**config.mk**
```make
export PLATFORM = sky130hd
export DESIGN_NAME = pkmc_rowctrl
export DESIGN_NICKNAME = d
export VERILOG_FILES = /design/src/rtl/pkmc_rowctrl.sv
export SDC_FILE = /design/constraint.sdc
export NUM_CORES = 1
export LEC_CHECK = 0
export ABC_AREA = 1
export BUFFER_PORTS_ARGS = -buffer_cell sky130_fd_sc_hd__buf_4
export CORE_UTILIZATION = 45
export DETAILED_ROUTE_END_ITERATION = 10
export PLACE_DENSITY = 0.78
export SYNTH_ARGS = -nofsm -noshare
export SYNTH_HDL_FRONTEND = slang
export SYNTH_SLANG_ARGS = --single-unit
export TNS_END_PERCENT = 100
```
**constraint.sdc**
```tcl
create_clock -name clk -period 2.4 [get_ports clk]
set_input_delay 0.24 -clock clk [delete_from_list [all_inputs] [get_ports clk]]
set_output_delay 0.24 -clock clk [all_outputs]
set_load 0.02 [all_outputs]
```
**src/rtl/pkmc_rowctrl.sv**
```systemverilog
// pkmc_rowctrl: SDRAM row open/close sequencer issuing PRE/ACT/REF with tRP/tRCD/tRFC spacing.
// Optional idle auto-close of the open row is compiled in when PKMC_IDLE_CLOSE_EN is defined.
module pkmc_rowctrl #(
  parameter int ROW_W      = 13,
  parameter int TRP        = 2,
  parameter int TRCD       = 2,
  parameter int TRFC       = 7,
  parameter int IDLE_CLOSE = 64
) (
  input  logic             clk,
  input  logic             rst,
  input  logic             req,
  input  logic [ROW_W-1:0] row_addr,
  input  logic             refresh_req,
  output logic [2:0]       cmd,
  output logic [ROW_W-1:0] addr,
  output logic             gnt,
  output logic             refresh_ack,
  output logic             row_valid,
  output logic [ROW_W-1:0] open_row
);

  localparam logic [2:0]       CMD_NOP = 3'b111;
  localparam logic [2:0]       CMD_ACT = 3'b011;
  localparam logic [2:0]       CMD_PRE = 3'b010;
  localparam logic [2:0]       CMD_REF = 3'b001;
  localparam logic [ROW_W-1:0] PRE_ALL = ROW_W'(1 << 10);

  typedef enum logic [2:0] {
    CLOSED, OPEN, PRE, PRE_WAIT, ACT, ACT_WAIT, REF, REF_WAIT
  } stateT;

  // Why the row is being precharged decides where PRE_WAIT leads.
  typedef enum logic [1:0] {PATH_MISS, PATH_REFRESH, PATH_IDLE} pathT;

  if (ROW_W < 11 || TRP < 1 || TRP > 255 || TRCD < 1 || TRCD > 255 ||
      TRFC < 1 || TRFC > 255 || IDLE_CLOSE < 1 || IDLE_CLOSE > 65535) begin : gBadParam
    $error("pkmc_rowctrl: parameter out of range");
  end

  stateT            state, stateNext;
  pathT             path, pathNext;
  logic [7:0]       waitCnt, waitCntNext;
  logic [2:0]       cmdNext;
  logic [ROW_W-1:0] addrNext, openRowNext;
  logic             gntNext, ackNext, rowValidNext;
  logic             reqSeen, refSeen, rowHit, idleExpire;

  // A request still held high in its own gnt/refresh_ack cycle must not be served twice.
  assign reqSeen = req && !gnt;
  assign refSeen = refresh_req && !gnt && !refresh_ack;
  assign rowHit  = (row_addr == open_row);

`ifdef PKMC_IDLE_CLOSE_EN
  logic [15:0] idleCnt;

  assign idleExpire = !req && (idleCnt == 16'(IDLE_CLOSE - 1));

  // Held at zero outside OPEN, so it restarts from zero whenever a grant re-enters OPEN.
  always_ff @(posedge clk or posedge rst) begin
    if (rst)                                          idleCnt <= '0;
    else if (state != OPEN || stateNext != OPEN || req) idleCnt <= '0;
    else                                              idleCnt <= idleCnt + 16'd1;
  end
`else
  assign idleExpire = 1'b0;
`endif

  always_comb begin
    // NOTE: every next-value defaults to hold/NOP first, so no latch is inferred.
    stateNext    = state;
    pathNext     = path;
    waitCntNext  = waitCnt;
    cmdNext      = CMD_NOP;
    addrNext     = '0;
    gntNext      = 1'b0;
    ackNext      = 1'b0;
    rowValidNext = row_valid;
    openRowNext  = open_row;

    case (state)
      CLOSED: begin
        if (refSeen)      stateNext = REF;
        else if (reqSeen) stateNext = ACT;
      end
      OPEN: begin
        if (refSeen) begin
          stateNext = PRE;
          pathNext  = PATH_REFRESH;
        end else if (reqSeen && rowHit) begin
          gntNext = 1'b1;
        end else if (reqSeen) begin
          stateNext = PRE;
          pathNext  = PATH_MISS;
        end else if (idleExpire) begin
          stateNext = PRE;
          pathNext  = PATH_IDLE;
        end
      end
      PRE:      stateNext = PRE_WAIT;
      PRE_WAIT: begin
        if (waitCnt != 8'd0)              waitCntNext = waitCnt - 8'd1;
        else if (path == PATH_REFRESH)    stateNext   = REF;
        else if (path == PATH_IDLE)       stateNext   = CLOSED;
        else                              stateNext   = ACT;
      end
      ACT:      stateNext = ACT_WAIT;
      ACT_WAIT: begin
        if (waitCnt != 8'd0) waitCntNext = waitCnt - 8'd1;
        else                 stateNext   = OPEN;
      end
      REF:      stateNext = REF_WAIT;
      REF_WAIT: begin
        if (waitCnt != 8'd0) waitCntNext = waitCnt - 8'd1;
        else                 stateNext   = CLOSED;
      end
    endcase

    // Outputs are registered with the actions of the state being entered.
    if (stateNext != state) begin
      case (stateNext)
        PRE: begin
          cmdNext      = CMD_PRE;
          addrNext     = PRE_ALL;
          rowValidNext = 1'b0;
        end
        ACT: begin
          cmdNext      = CMD_ACT;
          addrNext     = row_addr;
          openRowNext  = row_addr;
          rowValidNext = 1'b1;
        end
        REF:      cmdNext     = CMD_REF;
        PRE_WAIT: waitCntNext = 8'(TRP - 1);
        ACT_WAIT: waitCntNext = 8'(TRCD - 1);
        REF_WAIT: waitCntNext = 8'(TRFC - 1);
        OPEN:     gntNext     = 1'b1;
        CLOSED:   ackNext     = (state == REF_WAIT);
      endcase
    end
  end

  always_ff @(posedge clk or posedge rst) begin
    if (rst) begin
      state       <= CLOSED;
      path        <= PATH_MISS;
      waitCnt     <= '0;
      cmd         <= CMD_NOP;
      addr        <= '0;
      gnt         <= 1'b0;
      refresh_ack <= 1'b0;
      row_valid   <= 1'b0;
      open_row    <= '0;
    end else begin
      state       <= stateNext;
      path        <= pathNext;
      waitCnt     <= waitCntNext;
      cmd         <= cmdNext;
      addr        <= addrNext;
      gnt         <= gntNext;
      refresh_ack <= ackNext;
      row_valid   <= rowValidNext;
      open_row    <= openRowNext;
    end
  end

endmodule

```
==> flow_summary.ini <==
[status]
run_status = finished clean

[timing]
period_minus_slack_ns = 2.09
rsz0062_at_grt = false
max_freq_mhz = 478
hold_viol = 0
fin_worst_skew_ns = 0.00648
tightestPinTransition_ns = 0.548
drv_slew = 0
finalSetupViolCount = 0
max-slew-margin-rel_pct = 63.4
setup_tns_ns = 0
timing.final.crit_share_pct = 87.2

[clocking]
htreeDepth = 2
clock_latency_ns = 0.29
cts_tree = built
cts_inserted_buffers = 5
cts_buffer_depth = 2
clock_sinks = 44
holdBufCountCts = 0
cts.clk_slew.worst_paths_ns = 0.08
cts_root_buffer = clkbuf_8

[global_route]
top_usage_layer = met2
grt_overflow = 0
antenna_found_initial = 0
grt_usage_pct = 17.8
grt_max_degree = 45
grtUsageMet3_pct = 5.83
grt_pass1_wl_mm = 7.12
met1_usage_pct = 21.3
use_met2_pct = 30.1
grt_pass1_vias = 1670

[worst_setup_path]
r2r_slack_ns = 0.31
crit_arrival_ns = 2.27
crit_path_end_kind = flop
cp-startpoint = waitCnt[0]$_DFF_PP0_
cp-endpoint = open_row[7]$_DFFE_PP0P_
worst-path-max-fanout = 40
reg2regPathDepth = 14
crit_required_ns = 2.58
reg2reg_from = waitCnt[0]$_DFF_PP0_
path_class = reg -> reg
max_stage_delay_ns = 0.39
r2r_end = open_row[7]$_DFFE_PP0P_
crit_chain = inv_1 > ha_1 > nand2_2 > nor2_8 > nand2_4 > o21ai_1 > o21ai_1 > inv_1 > nand2_1 > nand2_1 > nand3_2 > buf_6 > nand2_1 > o21ai_1
slowest_stage = dfrtp_1
cp-start-kind = flop

[power_and_ir_drop]
pwr_density_cell_nw_per_um2 = 514
p_total_mw = 1.42
vdd_drop_max_uv = 323
p_leak_nw = 1.45

[finish]
diodes = 0
final_layout_size_suffix_gt1_share_pct = 23.7
fin_area_um2 = 2760
syn_to_final_growth_pct = 24.7
finalNetCount = 346
n_fill_cell = 433

[floorplanning]
core_area_um2 = 4720
io_pins = 49
die_w_um = 72.2
start_util_pct = 46.9
rows = 25
dieArea_um2 = 5210
die_y_um = 72.2

[worst_hold_path]
min_path_type = in -> async

[yosys]
synthTopCellsByArea = dfrtp_1 46%, nand2_1 12%, inv_1 6.9%
synthCells = 278
synth_top_area_cell = dfrtp_1
syn_area_um2 = 2210
synth_cell_types = 31
avgSynthCellArea_um2 = 7.97
ys_ff_latch = 44
yosysSeqAreaShare_pct = 49.9
netlist.area_leader.share_pct = 46.3
synth_nets = 296
ys_warn_count = 0

[route]
detail_route.vias_per_cell = 4.70
drc = 0
drt.antenna.violating_nets = 0
wl_per_cell_um = 10.8
wirelength_mm = 4.29
vias = 1860
drt_first_iter_violations = 116
drtPass1Iterations = 4

[placement]
place.gp.congestion = 0.808
place_area_um2 = 2630
port_buffers = 48
dp_hpwl_mm = 3.10

[job]
drv_cap = 0
==> cell usage in the layout, fill, tap and decap left out, drive strengths merged <==
cell    synthesis  routed
nor4            1       1
nand3          10      10
xnor2           5       5
buf             7      50
dfstp           3       3
a21oi           6       6
a211oi          2       2
inv            43      42
xor2            4       4
o21ai          33      33
nor2           36      36
a22oi           1       1
bufinv          0       1
ha              1       1
nor3            2       2
dfrtp          41      41
nand4           4       4
nand2          76      76
clkbuf          0       7
or2             1       1
a31o            1       1
clkinv          0       1
a21boi          1       1
==> power breakdown <==
group / switching, mW / internal (mW) / leakage (nW)
clock network: 0.247 / 0.367 / 0.0645
logic: 0.0377 / 0.0277 / 0.812
registers: 0 / 0.741 / 0.574
==> final cells by class <==
type	instances	area, µm²	area share (%)
clock buffer	7	96.3	3.49
clock inverter	1	30.0	1.09
inverter	43	161	5.84
multi-input combinational	184	907	32.8
sequential	44	1100	40.0
tap	67	83.8	3.03
timing repair buffer	50	379	13.7
==> sequential cells by signal, summed over array words and instances (netlist names) <==
signal / flops
addr: 13
open_row: 13
waitCnt: 8
cmd: 3
state: 3
gnt: 1
path: 1
refresh_ack: 1
row_valid: 1
==> logic make-up (layout without fill, tap and decap cells) <==
family          Yosys count  after routing  share of synthesized area (%)
simple gates            130            130                           25.5
xor+xnor                  9              9                           3.56
fa+ha+maj                 1              1                          0.565
buf+inv                  50            101                           9.27
flops                    44             44                           49.9
compound gates           44             44                           11.2
==> cell usage after synthesis <==
master / count
nor2_4: 1
nand3_2: 1
nor3_1: 2
nor2_1: 32
nor2_8: 1
nor4_1: 1
a22oi_1: 1
buf_4: 1
nor2_2: 2
ha_1: 1
inv_2: 2
o21ai_1: 17
xor2_1: 4
nand4_1: 4
o21ai_0: 12
a31o_2: 1
buf_6: 1
nand2_1: 73
xnor2_1: 5
a21oi_1: 6
buf_2: 5
a21boi_0: 1
nand2_4: 1
o21ai_2: 4
dfrtp_1: 41
or2_2: 1
nand3_1: 9
a211oi_1: 2
dfstp_2: 3
nand2_2: 2
inv_1: 41
==> layer usage <==
metal | part of all wire, % | wire length, µm
met2 | 48 | 2060
met1 | 45 | 1950
met3 | 5.3 | 229
met5 | 0 | 0
met4 | 1.3 | 55
==> worst max-delay path: cells and delay by family (launching register included) <==
family / cells / cell delay [ns]
buffers and inverters: 3 / 0.38
adder cells (fa/ha/maj): 1 / 0.21
AND/OR/NAND/NOR: 7 / 0.73
AO/OA/AOI/OAI: 3 / 0.26
flip-flops: 1 / 0.39
==> through the flow <==
| stage | util [%] | setup slack (ns) | hold WS [ns] | cells |
|---|---|---|---|---|
| global route | 58.5 | 0.0627 | 0.121 | 396 |
| finish | 58.5 | 0.308 | 0.0671 | 396 |
| CTS | 58.4 | 0.169 | 0.0892 | 396 |
| detailed placement | 55.7 | 0.198 | 0.414 | 388 |
| global placement | 55.7 | 0.289 | 0.415 | 388 |
| floorplan | - | 0.519 | 0.369 | 278 |
==> worst min-delay path by stage <==
stage,from,end,depth (start not counted)
floorplan,row_addr[11],addr[11]$_DFF_PP0_,2
global placement,rst,addr[0]$_DFF_PP0_,3
detailed placement,rst,waitCnt[4]$_DFF_PP0_,3
CTS,rst,open_row[4]$_DFFE_PP0P_,3
global route,rst,addr[1]$_DFF_PP0_,3
finish,rst,open_row[4]$_DFFE_PP0P_,3
==> what timing repair did <==
item,4_1_cts,5_1_grt
hold endpoints to repair,0,0
setup endpoints to repair,0,9
resized for setup,0,3
buffers inserted,0,0
Note: power is estimated with default switching activity, not from simulation.
